### config.mk
export PLATFORM = sky130hd
export DESIGN_NAME = xadc_channel_analyzer
export DESIGN_NICKNAME = d
export VERILOG_FILES = /design/src/rtl/xadc_analyzer_pkg.sv /design/src/rtl/xadc_channel_analyzer_argmax.sv /design/src/rtl/xadc_channel_analyzer.sv
export SDC_FILE = /design/constraint.sdc
export NUM_CORES = 1
export LEC_CHECK = 0
export ABC_AREA = 1
export ABC_CLOCK_PERIOD_IN_PS = 5600
export CAP_MARGIN = 20
export CORE_MARGIN = 4
export CORE_UTILIZATION = 42
export DETAILED_ROUTE_END_ITERATION = 12
export PLACE_DENSITY_LB_ADDON = 0.25
export SETUP_SLACK_MARGIN = 0.3
export SLEW_MARGIN = 20
export SYNTH_ARGS = -nofsm -noshare
export SYNTH_HDL_FRONTEND = slang
export SYNTH_SLANG_ARGS = --single-unit
### constraint.sdc
create_clock -name clk -period 5.6 [get_ports clk]
set_clock_uncertainty 0.15 [all_clocks]
set_input_delay 1.12 -clock clk [delete_from_list [all_inputs] [get_ports clk]]
set_output_delay 1.12 -clock clk [all_outputs]
set_load 0.005 [all_outputs]
### src/rtl/xadc_analyzer_pkg.sv
// Shared definitions for the XADC channel analyzer slice.
//   state_t    : sweep/decide FSM states
//   AUX0_ADDR  : DRP address of the first auxiliary result register
//   idx_width  : bit width needed to index n channels (never below 1)
package xadc_analyzer_pkg;

  typedef enum logic [2:0] {
    ST_IDLE,
    ST_WAIT_EOS,
    ST_ISSUE,
    ST_WAIT_DRDY,
    ST_SWEEP_DONE,
    ST_DECIDE
  } state_t;

  localparam logic [6:0] AUX0_ADDR = 7'h10;

  function automatic int idx_width(input int n);
    return (n <= 2) ? 1 : $clog2(n);
  endfunction

endpackage

### src/rtl/xadc_channel_analyzer_argmax.sv
// channel_argmax: combinational compare chain over NUM_CHANNELS packed values.
//   values          in  : channel k at [k*ADC_WIDTH +: ADC_WIDTH]
//   threshold       in  : minimum value a winner must reach
//   max_idx         out : index of the largest value (lowest index on ties)
//   max_value       out : the largest value
//   below_threshold out : max_value < threshold
module channel_argmax
  import xadc_analyzer_pkg::*;
#(
  parameter int NUM_CHANNELS = 4,
  parameter int ADC_WIDTH    = 12,
  localparam int IDX_W       = idx_width(NUM_CHANNELS)
) (
  input  logic [NUM_CHANNELS*ADC_WIDTH-1:0] values,
  input  logic [ADC_WIDTH-1:0]              threshold,
  output logic [IDX_W-1:0]                  max_idx,
  output logic [ADC_WIDTH-1:0]              max_value,
  output logic                              below_threshold
);

  // Strict greater-than keeps the earliest channel when values tie.
  always_comb begin
    max_idx   = '0;
    max_value = values[ADC_WIDTH-1:0];
    for (int k = 1; k < NUM_CHANNELS; k++) begin
      if (values[k*ADC_WIDTH +: ADC_WIDTH] > max_value) begin
        max_value = values[k*ADC_WIDTH +: ADC_WIDTH];
        max_idx   = IDX_W'(k);
      end
    end
    below_threshold = (max_value < threshold);
  end

endmodule

### src/rtl/xadc_channel_analyzer.sv
// xadc_channel_analyzer: on each XADC end-of-sequence, reads NUM_CHANNELS aux
// result registers over the DRP, block-averages each over 2^AVG_LOG2 sweeps and
// reports the thresholded argmax channel.
//   clk, rst           : single clock (also DCLK), synchronous active-high reset
//   enable, eos        : sweep enable (sampled in IDLE), XADC EOS pulse
//   threshold          : minimum averaged value for a winner
//   daddr/den/dwe/di   : DRP request side (read only, dwe/di tied 0)
//   do_data/drdy       : DRP response side
//   measured           : averaged results, channel k at [k*ADC_WIDTH +: ADC_WIDTH]
//   network_output     : winning channel index
//   no_winner          : last decision's maximum was below threshold
//   result_valid       : one-cycle pulse when results update
//   drp_error          : sticky DRDY timeout flag
module xadc_channel_analyzer
  import xadc_analyzer_pkg::*;
#(
  parameter int         NUM_CHANNELS   = 4,
  parameter int         ADC_WIDTH      = 12,
  parameter logic [6:0] FIRST_AUX_ADDR = AUX0_ADDR,
  parameter int         AVG_LOG2       = 2,
  parameter int         DRDY_TIMEOUT   = 255,
  localparam int        IDX_W          = idx_width(NUM_CHANNELS)
) (
  input  logic                              clk,
  input  logic                              rst,
  input  logic                              enable,
  input  logic [ADC_WIDTH-1:0]              threshold,
  input  logic                              eos,
  output logic [6:0]                        daddr,
  output logic                              den,
  output logic                              dwe,
  output logic [15:0]                       di,
  input  logic [15:0]                       do_data,
  input  logic                              drdy,
  output logic [NUM_CHANNELS*ADC_WIDTH-1:0] measured,
  output logic [IDX_W-1:0]                  network_output,
  output logic                              no_winner,
  output logic                              result_valid,
  output logic                              drp_error
);

  localparam int ACC_W   = ADC_WIDTH + AVG_LOG2;
  localparam int SWEEP_W = (AVG_LOG2 > 0) ? AVG_LOG2 : 1;
  localparam int TO_W    = (DRDY_TIMEOUT < 1) ? 1 : $clog2(DRDY_TIMEOUT + 1);

  state_t state, next_state;

  logic [ACC_W-1:0]                  acc [NUM_CHANNELS];
  logic [IDX_W-1:0]                  ch;
  logic [IDX_W-1:0]                  issue_ch;
  logic [SWEEP_W-1:0]                sweep_cnt;
  logic [TO_W-1:0]                   to_cnt;
  logic [ADC_WIDTH-1:0]              sample;
  logic [NUM_CHANNELS*ADC_WIDTH-1:0] averaged;
  logic [IDX_W-1:0]                  win_idx;
  logic [ADC_WIDTH-1:0]              win_value;
  logic                              win_below;
  logic                              last_ch;
  logic                              last_sweep;
  logic                              timeout_hit;

  assign dwe = 1'b0;
  assign di  = 16'h0000;

  // The XADC left-justifies its results inside the 16-bit DRP word.
  assign sample      = do_data[15 -: ADC_WIDTH];
  assign last_ch     = (ch == IDX_W'(NUM_CHANNELS - 1));
  assign last_sweep  = (sweep_cnt == SWEEP_W'((1 << AVG_LOG2) - 1));
  assign timeout_hit = (to_cnt == TO_W'(DRDY_TIMEOUT));

  // ISSUE is entered either from WAIT_EOS (channel 0) or after a completed read.
  assign issue_ch = (state == ST_WAIT_EOS) ? '0 : ch + 1'b1;

  // Truncating divide of every accumulator by the window length.
  always_comb begin
    averaged = '0;
    for (int k = 0; k < NUM_CHANNELS; k++) begin
      averaged[k*ADC_WIDTH +: ADC_WIDTH] = ADC_WIDTH'(acc[k] >> AVG_LOG2);
    end
  end

  channel_argmax #(
    .NUM_CHANNELS (NUM_CHANNELS),
    .ADC_WIDTH    (ADC_WIDTH)
  ) u_argmax (
    .values          (averaged),
    .threshold       (threshold),
    .max_idx         (win_idx),
    .max_value       (win_value),
    .below_threshold (win_below)
  );

  // Next-state logic; drdy beats a timeout landing in the same cycle.
  always_comb begin
    next_state = state;
    case (state)
      ST_IDLE:       if (enable) next_state = ST_WAIT_EOS;
      ST_WAIT_EOS:   if (eos) next_state = ST_ISSUE;
      ST_ISSUE:      next_state = ST_WAIT_DRDY;
      ST_WAIT_DRDY: begin
        if (drdy)             next_state = last_ch ? ST_SWEEP_DONE : ST_ISSUE;
        else if (timeout_hit) next_state = ST_IDLE;
      end
      ST_SWEEP_DONE: next_state = last_sweep ? ST_DECIDE : ST_IDLE;
      ST_DECIDE:     next_state = ST_IDLE;
      default:       next_state = ST_IDLE;
    endcase
  end

  // State register, DRP request registers and the averaging datapath.
  // den/daddr are loaded on the edge that enters ISSUE so both are valid for
  // the whole ISSUE cycle; daddr then holds until the next ISSUE.
  always_ff @(posedge clk) begin
    if (rst) begin
      state          <= ST_IDLE;
      daddr          <= '0;
      den            <= 1'b0;
      measured       <= '0;
      network_output <= '0;
      no_winner      <= 1'b1;
      result_valid   <= 1'b0;
      drp_error      <= 1'b0;
      ch             <= '0;
      sweep_cnt      <= '0;
      to_cnt         <= '0;
      for (int k = 0; k < NUM_CHANNELS; k++) acc[k] <= '0;
    end else begin
      state        <= next_state;
      den          <= (next_state == ST_ISSUE);
      result_valid <= 1'b0;
      if (next_state == ST_ISSUE) daddr <= FIRST_AUX_ADDR + 7'(issue_ch);

      case (state)
        ST_WAIT_EOS: if (eos) ch <= '0;
        ST_ISSUE:    to_cnt <= '0;
        ST_WAIT_DRDY: begin
          if (drdy) begin
            acc[ch] <= acc[ch] + ACC_W'(sample);
            if (!last_ch) ch <= ch + 1'b1;
          end else if (timeout_hit) begin
            drp_error <= 1'b1;
            sweep_cnt <= '0;
            for (int k = 0; k < NUM_CHANNELS; k++) acc[k] <= '0;
          end else begin
            to_cnt <= to_cnt + 1'b1;
          end
        end
        ST_SWEEP_DONE: if (!last_sweep) sweep_cnt <= sweep_cnt + 1'b1;
        ST_DECIDE: begin
          measured     <= averaged;
          no_winner    <= win_below;
          result_valid <= 1'b1;
          if (!win_below) network_output <= win_idx;
          sweep_cnt    <= '0;
          for (int k = 0; k < NUM_CHANNELS; k++) acc[k] <= '0;
        end
        default: ;
      endcase
    end
  end

endmodule

==> results of run 1 <==
==> metal layers <==
layer  track usage  vias to the layer above  part of all wire
met1         0.272                     3243              0.42
met3        0.0447                       54             0.066
met4        0.0734                        0             0.030
met5             0                        -                 0
met2         0.359                      267              0.49
li1              -                     3484                 -
==> where the power goes <==
group / internal [mW] / switching, mW / total (mW)
Sequential: 1.01 / 0.0264 / 1.04
Clock: 0.629 / 0.421 / 1.05
Combinational: 0.341 / 0.456 / 0.797
Total: 1.98 / 0.904 / 2.89
==> cell families (layout without fill, tap and decap cells) <==
logic type               Yosys count  count (layout)
flip-flops                       130             130
buffers and inverters            141             308
AND/OR/NAND/NOR                  387             387
other                              1              21
AO/OA/AOI/OAI                    219             219
adder cells (fa/ha/maj)           63              63
==> repair_timing <==
item	in CTS	in global routing
gates resized for setup	57	65
cloned	2	2
pin swaps	13	30
setup buffers	11	13
setup endpoints to repair	3	3
==> layout make-up <==
type | instances | area [sq um] | area share
multi-input combinational | 690 | 4050 | 0.402
sequential | 130 | 3160 | 0.314
timing repair buffer | 191 | 1690 | 0.168
clock buffer | 22 | 495 | 0.0492
inverter | 85 | 323 | 0.0320
tap | 225 | 282 | 0.0279
clock inverter | 10 | 68.8 | 0.00683
==> sequential cells by signal, indices dropped and copies added, names as in the netlist, named ones only <==
name and count:
to_cnt 8, no_winner 1, state 3, drp_error 1
sweep_cnt 2, result_valid 1, den 1, daddr 3
acc 56, ch 2, measured 48, network_output 2
==> synth_stat cells (9+ instances only) <==
cell type / instances
edfxtp_1: 56
dfxtp_1: 74
nand4_1: 9
nand2_1: 139
clkbuf_1: 29
ha_1: 62
nand3_1: 32
o22ai_1: 12
o21ai_0: 120
inv_1: 76
buf_4: 21
a21oi_1: 66
nor2_1: 186
==> per-stage QoR <==
step	setup slack, ns	area [sq um]	utilization	total power, mW
floorplan	0.310	7420	-	1.45
global placement	-0.214	8840	0.513	1.66
detailed placement	-0.342	8840	0.513	1.67
CTS	0.285	9630	0.559	2.78
global route	-0.334	10100	0.585	3.03
finish	0.0393	10100	0.585	2.89
==> worst max path at each step <==
stage / startpoint / endpoint / depth (start not counted)
floorplan: acc[1][13] / network_output[0] / 35
finish: acc[1][13] / network_output[0] / 36
global placement: acc[0][11] / network_output[0] / 37
global route: acc[0][9] / network_output[0] / 36
CTS: acc[1][9] / network_output[0] / 35
detailed placement: acc[0][8] / network_output[0] / 35
==> qor.txt, run 1 <==
Status -> complete, no violations
Initial antenna violation count -> 0
Worst Hold Launch -> to_cnt[7]
H-Tree Level Count -> 4
Post-synthesis async set-or-reset flop share -> 0
Share of cells above drive strength 1 -> 0.203
Post-Synth Simple-Gate Area -> 0.218
Top delay family on crit path -> simple AND/OR/NAND/NOR gates
R2R setup slack -> 0.04 ns
Post-synthesis compound-gate area fraction -> 0.159
Hold Path Class -> reg2reg
Yosys cell types -> 39
# DRC -> 0
Final hold viol count -> 0
Clk root buf -> clkbuf_16
Vias in the first global route -> 6613
Number of max-cap violations -> 0
Avg WL per Cell -> 16.1 microns
Worst Path Max Fanout -> 7
Post-Synth Adder-Cell Area -> 0.108
Mean cell area of the mapped netlist -> 7.81 sq um
CP bufs+invs -> 5
FF-to-FF path depth -> 36
Crit. End Element -> flop
Max Fclk -> 0.180 GHz
Die Y -> 140 microns
RSZ-0062 raised after global routing -> yes
Inst Count DP -> 1293
Ys Warns -> 0
Maximum vdd drop -> 235 uV
Final Instance Count excl. Fillers -> 1353
DRT Pass-1 Iters -> 7
Worst Setup Path Type -> reg2reg
Cell count after synthesis -> 941
Post-synthesis sequential area ratio -> 0.431
Yosys top cell area share -> 0.229
HPWL after DPL -> 15.3 mm
1st-iter DRT viols -> 613
Routability cong. -> 0.983
Final Setup Violations -> 0
Total GRT Usage -> 0.213
Ys flop type -> dfxtp_1
Vias per cell -> 5.21
Post-CTS Hold Fix Bufs -> 0
Die width -> 140 microns
Main area contributors after synthesis -> edfxtp_1, dfxtp_1, ha_1
Die ar. -> 0.0197 sq mm
Port buffer count -> 85
WHS -> 0.318 ns
Yosys reg bits -> 130
Final worst path period need -> 5.56 ns
Nets -> 1211
Remaining Overflow, GRT -> 0
Antenna-violating nets left -> 0
Most common cell after layout, fill and taps aside -> nor2_1
Post-synthesis mux area share -> 0
P per Cell Area -> 286 mW/mm^2
Rel. slew slack -> 0.379
Worst path arrival time -> 5.72 ns
Via count -> 7048
Cell taking the most area after synthesis -> edfxtp_1
Core Region -> 0.0172 sq mm
Number of fill cells -> 1491
Starting utilization of the core area -> 0.426
Clock transition at the registers of the reported paths -> 0.06 ns
Worst Path Required -> 5.76 ns
Post-Syn Area -> 0.00734 sq mm
EDFF count, synth -> 56
Cell mode on critical path -> nand2_2
CTS sink count -> 130
TritonCTS buffer count -> 17
Pin count of the biggest net entering global routing -> 67
CTS tree -> done
Worst r2r dst -> network_output[0]
Clk Latency, worst-skew pair -> 0.42 ns
RR Startpoint -> acc[1][13]
Row count -> 48
Clk buf depth -> 2
CP max stage delay -> 0.43 ns
Worst-margin pin slew -> 0.922 ns
Critical Path Start Type -> flop
Pleak -> 4.52 nW
Global-route wire length before repair -> 33.2 mm
Worst hold path depth -> 1
Worst Hold Endpoint -> to_cnt[7]
Antenna Cells -> 0
# IOs -> 111
Max-slew violation total from the final report -> 0
Fin crit share -> 0.993
Post-synthesis xor/xnor area fraction -> 0
TNS Setup -> 0 ns
Largest family of logic cells by synthesized area -> simple AND/OR/NAND/NOR gates
Routed WL -> 21.8 mm
P&R area growth vs syn -> 37.2%
Worst path slowest cell -> edfxtp_1
Commonest cells after routing, fill and taps aside -> nor2_1, nand2_1, buf_4
(Power assumes the default switching activity.)
==> run 2: changes to the inputs <==
- CORE_MARGIN: 4 -> 3
==> run 2 against run 1 <==
  * Cell count fell by 0.74%
  * Hold slack got worse by 0.0079 ns
  * Flip-flop and latch count did not move
  * Critical path type unchanged
  * Critical endpoint is now network_output[1]
  * Largest cell class unchanged
  * Highest routed layer unchanged
==> qor.txt, run 2 (synthesis gave the netlist of run 1 again) <==
CTS sink count -> 130 (unchanged)
# DRC -> 0 (unchanged)
Max Fclk -> 0.180 GHz (about the same)
Hold Path Class -> reg2reg (unchanged)
Die ar. -> 0.0191 sq mm (was 0.0197 sq mm)
HPWL after DPL -> 15.1 mm (was 15.3 mm)
Final worst path period need -> 5.55 ns (was 5.56 ns)
Final Power -> 2.89 mW (about the same)
Max-slew violation total from the final report -> 0 (unchanged)
Clk Latency, worst-skew pair -> 0.42 ns (about the same)
Final WS setup -> 0.0461 ns (was 0.0393 ns)
CP bufs+invs -> 16 (was 5)
Rel. slew slack -> 0.391 (was 0.379)
Critical Path Start Type -> flop (unchanged)
Routed WL -> 21.4 mm (was 21.8 mm)
Status -> complete, no violations (unchanged)
Share of cells above drive strength 1 -> 0.194 (was 0.203)
Most flops, register -> acc (unchanged)
Vias in the first global route -> 6595 (was 6613)
TritonCTS buffer count -> 17 (unchanged)
Final Util -> 0.595 (was 0.585)
Clk root buf -> clkbuf_16 (unchanged)
# IOs -> 111 (unchanged)
Worst path arrival time -> 5.72 ns (about the same)
Worst path slowest cell -> edfxtp_1 (unchanged)
Global-route wire length before repair -> 33.4 mm (was 33.2 mm)
Total GRT Usage -> 0.216 (was 0.213)
DRT Pass-1 Iters -> 5 (was 7)
Port buffer count -> 85 (unchanged)
H-Tree Level Count -> 4 (unchanged)
Row count -> 47 (was 48)
Top delay family on crit path -> buffers and inverters (was simple AND/OR/NAND/NOR gates)
Commonest cells after routing, fill and taps aside -> nor2_1, nand2_1, o21ai_0 (was nor2_1, nand2_1, buf_4)
Die Y -> 138 microns (was 140 microns)
Pleak -> 4.47 nW (was 4.52 nW)
Clock transition at the registers of the reported paths -> 0.06 ns (about the same)
Maximum vdd drop -> 241 uV (was 235 uV)
Max reg flops -> 56 (unchanged)
Remaining Overflow, GRT -> 0 (unchanged)
Clk buf depth -> 2 (unchanged)
Vias per cell -> 5.24 (was 5.21)
Die width -> 138 microns (was 140 microns)
Nets -> 1206 (was 1211)
Post-CTS Hold Fix Bufs -> 0 (unchanged)
Worst Path Required -> 5.76 ns (about the same)
Final hold viol count -> 0 (unchanged)
RSZ-0062 raised after global routing -> yes (unchanged)
Via count -> 7037 (was 7048)
Antenna-violating nets left -> 0 (unchanged)
Worst-margin pin slew -> 0.903 ns (was 0.922 ns)
Antenna Cells -> 0 (unchanged)
Fin crit share -> 0.992 (was 0.993)
WHS -> 0.310 ns (was 0.318 ns)
Starting utilization of the core area -> 0.435 (was 0.426)
P&R area growth vs syn -> 36.8% (was 37.2%)
Largest registers -> acc x56, measured x48, to_cnt x8 (unchanged)
Crit. End Element -> flop (unchanged)
Core Region -> 0.0169 sq mm (was 0.0172 sq mm)
Cell mode on critical path -> nand2_1 (was nand2_2)
Final Setup Violations -> 0 (unchanged)
CP max stage delay -> 0.39 ns (was 0.43 ns)
Most common cell after layout, fill and taps aside -> nor2_1 (unchanged)
Worst Path Max Fanout -> 7 (unchanged)
Worst Setup Path Type -> reg2reg (unchanged)
P per Cell Area -> 288 mW/mm^2 (was 286 mW/mm^2)
Number of max-cap violations -> 0 (unchanged)
Initial antenna violation count -> 0 (unchanged)
CTS tree -> done (unchanged)
Avg WL per Cell -> 15.9 microns (was 16.1 microns)
Number of fill cells -> 1474 (was 1491)
Pin count of the biggest net entering global routing -> 67 (unchanged)
Routability cong. -> 0.885 (was 0.983)
1st-iter DRT viols -> 586 (was 613)
Dpl ws -> -0.276 ns (was -0.342 ns)
## run 2: repair_timing
| item | in CTS | in global routing |
|---|---|---|
| setup endpoints to repair | 3 | 3 |
| setup buffers | 15 | 7 |
| gates resized for setup | 64 | 69 |
| endpoints found under the hold margin | 0 | 0 |
| pin swaps | 34 | 33 |
| gates cloned | 3 | 1 |
## run 2: final timing paths
check             start                 to  slack, ns  cells after the start
max          acc[0][13]  network_output[1]       0.05                     47
max reg2reg  acc[0][13]  network_output[1]       0.05                     47
min           to_cnt[7]          to_cnt[7]       0.31                      1
min reg2reg   to_cnt[7]          to_cnt[7]       0.31                      1
## run 2: area by class of cell
type	count	area, sq um	area share
timing repair inverter	1	7.51	0.000747
multi-input combinational	690	4060	0.404
tap	220	275	0.0274
sequential	130	3160	0.315
timing repair buffer	185	1660	0.165
inverter	85	323	0.0321
clock inverter	8	76.3	0.00760
clock buffer	24	483	0.0481
## run 2: routing by layer
layer | GRT usage | wire [microns] | up-vias
met4 | 0.0874 | 759 | 0
met5 | 0 | 0 | -
met3 | 0.0394 | 1330 | 60
met2 | 0.355 | 10100 | 257
met1 | 0.284 | 9180 | 3256
li1 | - | - | 3464
## run 2: stage by stage
stage	setup TNS (ns)	instances	cell area (sq um)
after floorplan	0	961	7420
after global placement	-0.540	1285	8810
after detailed placement	-0.763	1285	8810
after CTS	0	1335	9680
after global routing	-0.660	1343	10000
final	0	1343	10000
## run 2: power by group
part	switching [mW]	internal, mW
registers	0.0254	1.01
logic	0.457	0.338
clock network	0.409	0.648
total	0.892	2.00
==> run 3: changes to the inputs <==
--- a/config.mk
+++ b/config.mk
@@ -7,5 +7,5 @@
 export LEC_CHECK = 0
 export ABC_AREA = 1
-export ABC_CLOCK_PERIOD_IN_PS = 5600
+export ABC_CLOCK_PERIOD_IN_PS = 5700
 export CAP_MARGIN = 20
 export CORE_MARGIN = 3
@@ -14,4 +14,5 @@
 export PLACE_DENSITY_LB_ADDON = 0.25
 export SETUP_SLACK_MARGIN = 0.3
+export SKIP_LAST_GASP = 1
 export SLEW_MARGIN = 20
 export SYNTH_ARGS = -nofsm -noshare
==> constraint.sdc (replaced) <==
create_clock -name clk -period 5.7 [get_ports clk]
set_clock_uncertainty 0.15 [all_clocks]
set_input_delay 0.57 -clock clk [delete_from_list [all_inputs] [get_ports clk]]
set_output_delay 0.57 -clock clk [all_outputs]
set_load 0.005 [all_outputs]
==> run 3 against run 2 <==
  * Sequential share of layout area is essentially flat
  * Final area is essentially flat
  * Cell count is the same
  * Largest cell class unchanged
  * First-iteration DRC count shrank 13%
  * Die area is the same
  * Highest routed layer unchanged
  * Non-clock buffer count grew 1
  * Setup slack gained 0.15 ns
  * Hold slack gained 0.0031 ns
  * Power shrank 2.8%
  * Combinational power grew 1%
==> qor.txt, run 3 (synthesis gave the netlist of run 1 again) <==
Status -> complete, no violations (unchanged)
Remaining Overflow, GRT -> 0 (unchanged)
Rel. slew slack -> 0.413 (was 0.391)
CTS tree -> done (unchanged)
Nets -> 1206 (unchanged)
RSZ-0062 raised after global routing -> yes (unchanged)
TritonCTS buffer count -> 17 (unchanged)
Dpl ws -> -0.105 ns (was -0.276 ns)
Most flops, register -> acc (unchanged)
Final Util -> 0.595 (about the same)
Vias per cell -> 5.30 (was 5.24)
Final Setup Violations -> 0 (unchanged)
# IOs -> 111 (unchanged)
Clk root buf -> clkbuf_16 (unchanged)
Met2 WL -> 10.6 mm (was 10.1 mm)
Vias in the first global route -> 6715 (was 6595)
Row count -> 47 (unchanged)
Port buffer count -> 85 (unchanged)
Core Region -> 0.0169 sq mm (unchanged)
Worst Setup Path Type -> reg2reg (unchanged)
Post-CTS Hold Fix Bufs -> 0 (unchanged)
H-Tree Level Count -> 4 (unchanged)
CP bufs+invs -> 5 (was 16)
Initial antenna violation count -> 0 (unchanged)
Clock transition at the registers of the reported paths -> 0.06 ns (about the same)
DRT Pass-1 Iters -> 5 (unchanged)
Final hold viol count -> 0 (unchanged)
Pin count of the biggest net entering global routing -> 67 (unchanged)
M1 wire length -> 9.24 mm (was 9.18 mm)
Routability cong. -> 0.916 (was 0.885)
Avg WL per Cell -> 16.2 microns (was 15.9 microns)
Top Metal Used -> met4 (unchanged)
Top delay family on crit path -> simple AND/OR/NAND/NOR gates (was buffers and inverters)
Worst Path Required -> 5.87 ns (was 5.76 ns)
Antenna-violating nets left -> 0 (unchanged)
Most common cell after layout, fill and taps aside -> nor2_1 (unchanged)
Worst-margin pin slew -> 0.871 ns (was 0.903 ns)
Commonest cells after routing, fill and taps aside -> nor2_1, nand2_1, o21ai_0 (unchanged)
CTS sink count -> 130 (unchanged)
HPWL after DPL -> 15.4 mm (was 15.1 mm)
WHS -> 0.313 ns (was 0.310 ns)
Final WS setup -> 0.196 ns (was 0.0461 ns)
Max Fclk -> 0.182 GHz (was 0.180 GHz)
Maximum vdd drop -> 222 uV (was 241 uV)
P&R area growth vs syn -> 36.7% (was 36.8%)
Routed WL -> 21.7 mm (was 21.4 mm)
Crit. End Element -> flop (unchanged)
Global-route wire length before repair -> 33.5 mm (was 33.4 mm)
Final worst path period need -> 5.50 ns (was 5.55 ns)
Total GRT Usage -> 0.217 (was 0.216)
1st-iter DRT viols -> 509 (was 586)
Largest registers -> acc x56, measured x48, to_cnt x8 (unchanged)
# DRC -> 0 (unchanged)
Die ar. -> 0.0191 sq mm (unchanged)
CP max stage delay -> 0.43 ns (was 0.39 ns)
Clk buf depth -> 2 (unchanged)
Hold Path Class -> reg2reg (unchanged)
Max reg flops -> 56 (unchanged)
Max-slew violation total from the final report -> 0 (unchanged)
Die width -> 138 microns (unchanged)
Worst Path Max Fanout -> 8 (was 7)
Pleak -> 4.47 nW (about the same)
Antenna Cells -> 0 (unchanged)
Worst path arrival time -> 5.67 ns (was 5.72 ns)
Die Y -> 138 microns (unchanged)
Via count -> 7115 (was 7037)
Met3 wire len -> 1.35 mm (was 1.33 mm)
TNS Setup -> 0 ns (unchanged)
Number of max-cap violations -> 0 (unchanged)
Fin crit share -> 0.966 (was 0.992)
Share of cells above drive strength 1 -> 0.205 (was 0.194)
P per Cell Area -> 280 mW/mm^2 (was 288 mW/mm^2)
Clk Latency, worst-skew pair -> 0.43 ns (was 0.42 ns)
Critical Path Start Type -> flop (unchanged)
Final Power -> 2.81 mW (was 2.89 mW)
Starting utilization of the core area -> 0.435 (unchanged)
Worst path slowest cell -> edfxtp_1 (unchanged)
[run 3: changes by cell type in the layout (fill, tap and decap cells not counted), moves of 4 or more]
cell	previous run	this run
buf_6	11	18
buf_4	87	82
clkbuf_1	5	1
inv_2	10	14
inv_1	73	69
nand2_4	7	3
nand2_2	11	15
[run 3: final timing paths]
check / end / cells after the start / from / slack (ns)
hold reg to reg: to_cnt[7] / 1 / to_cnt[7] / 0.31
hold / removal: to_cnt[7] / 1 / to_cnt[7] / 0.31
setup reg to reg: network_output[0] / 34 / acc[1][8] / 0.20
setup / recovery: network_output[0] / 34 / acc[1][8] / 0.20
[run 3: routing by layer]
| metal | track usage | up-vias |
|---|---|---|
| met5 | 0 | - |
| met4 | 0.0790 | 0 |
| met3 | 0.0445 | 44 |
| met2 | 0.369 | 283 |
| met1 | 0.273 | 3310 |
| li1 | - | 3478 |
[run 3: through the flow]
step,area (sq um),instances
after floorplan,7420,961
after global placement,8770,1279
after detailed placement,8770,1279
after CTS,9610,1335
after global routing,10000,1343
final,10000,1343
[run 3: area by class of cell]
class	instances	area, sq um
fill	1502	6830
multi-input combinational	690	4070
sequential	130	3160
timing repair buffer	186	1680
clock buffer	19	443
inverter	85	323
tap	220	275
clock inverter	13	83.8
[run 3: repair_timing]
item                       4_1_cts  5_1_grt
pin swaps                       32       53
buffers inserted                22        8
gates cloned                     2        0
setup endpoints to repair        3        3
gates resized for setup         53       91
[run 3: power by group]
part           internal [mW]  switching [mW]
logic                  0.348           0.459
registers              0.993          0.0255
clock network          0.565           0.418
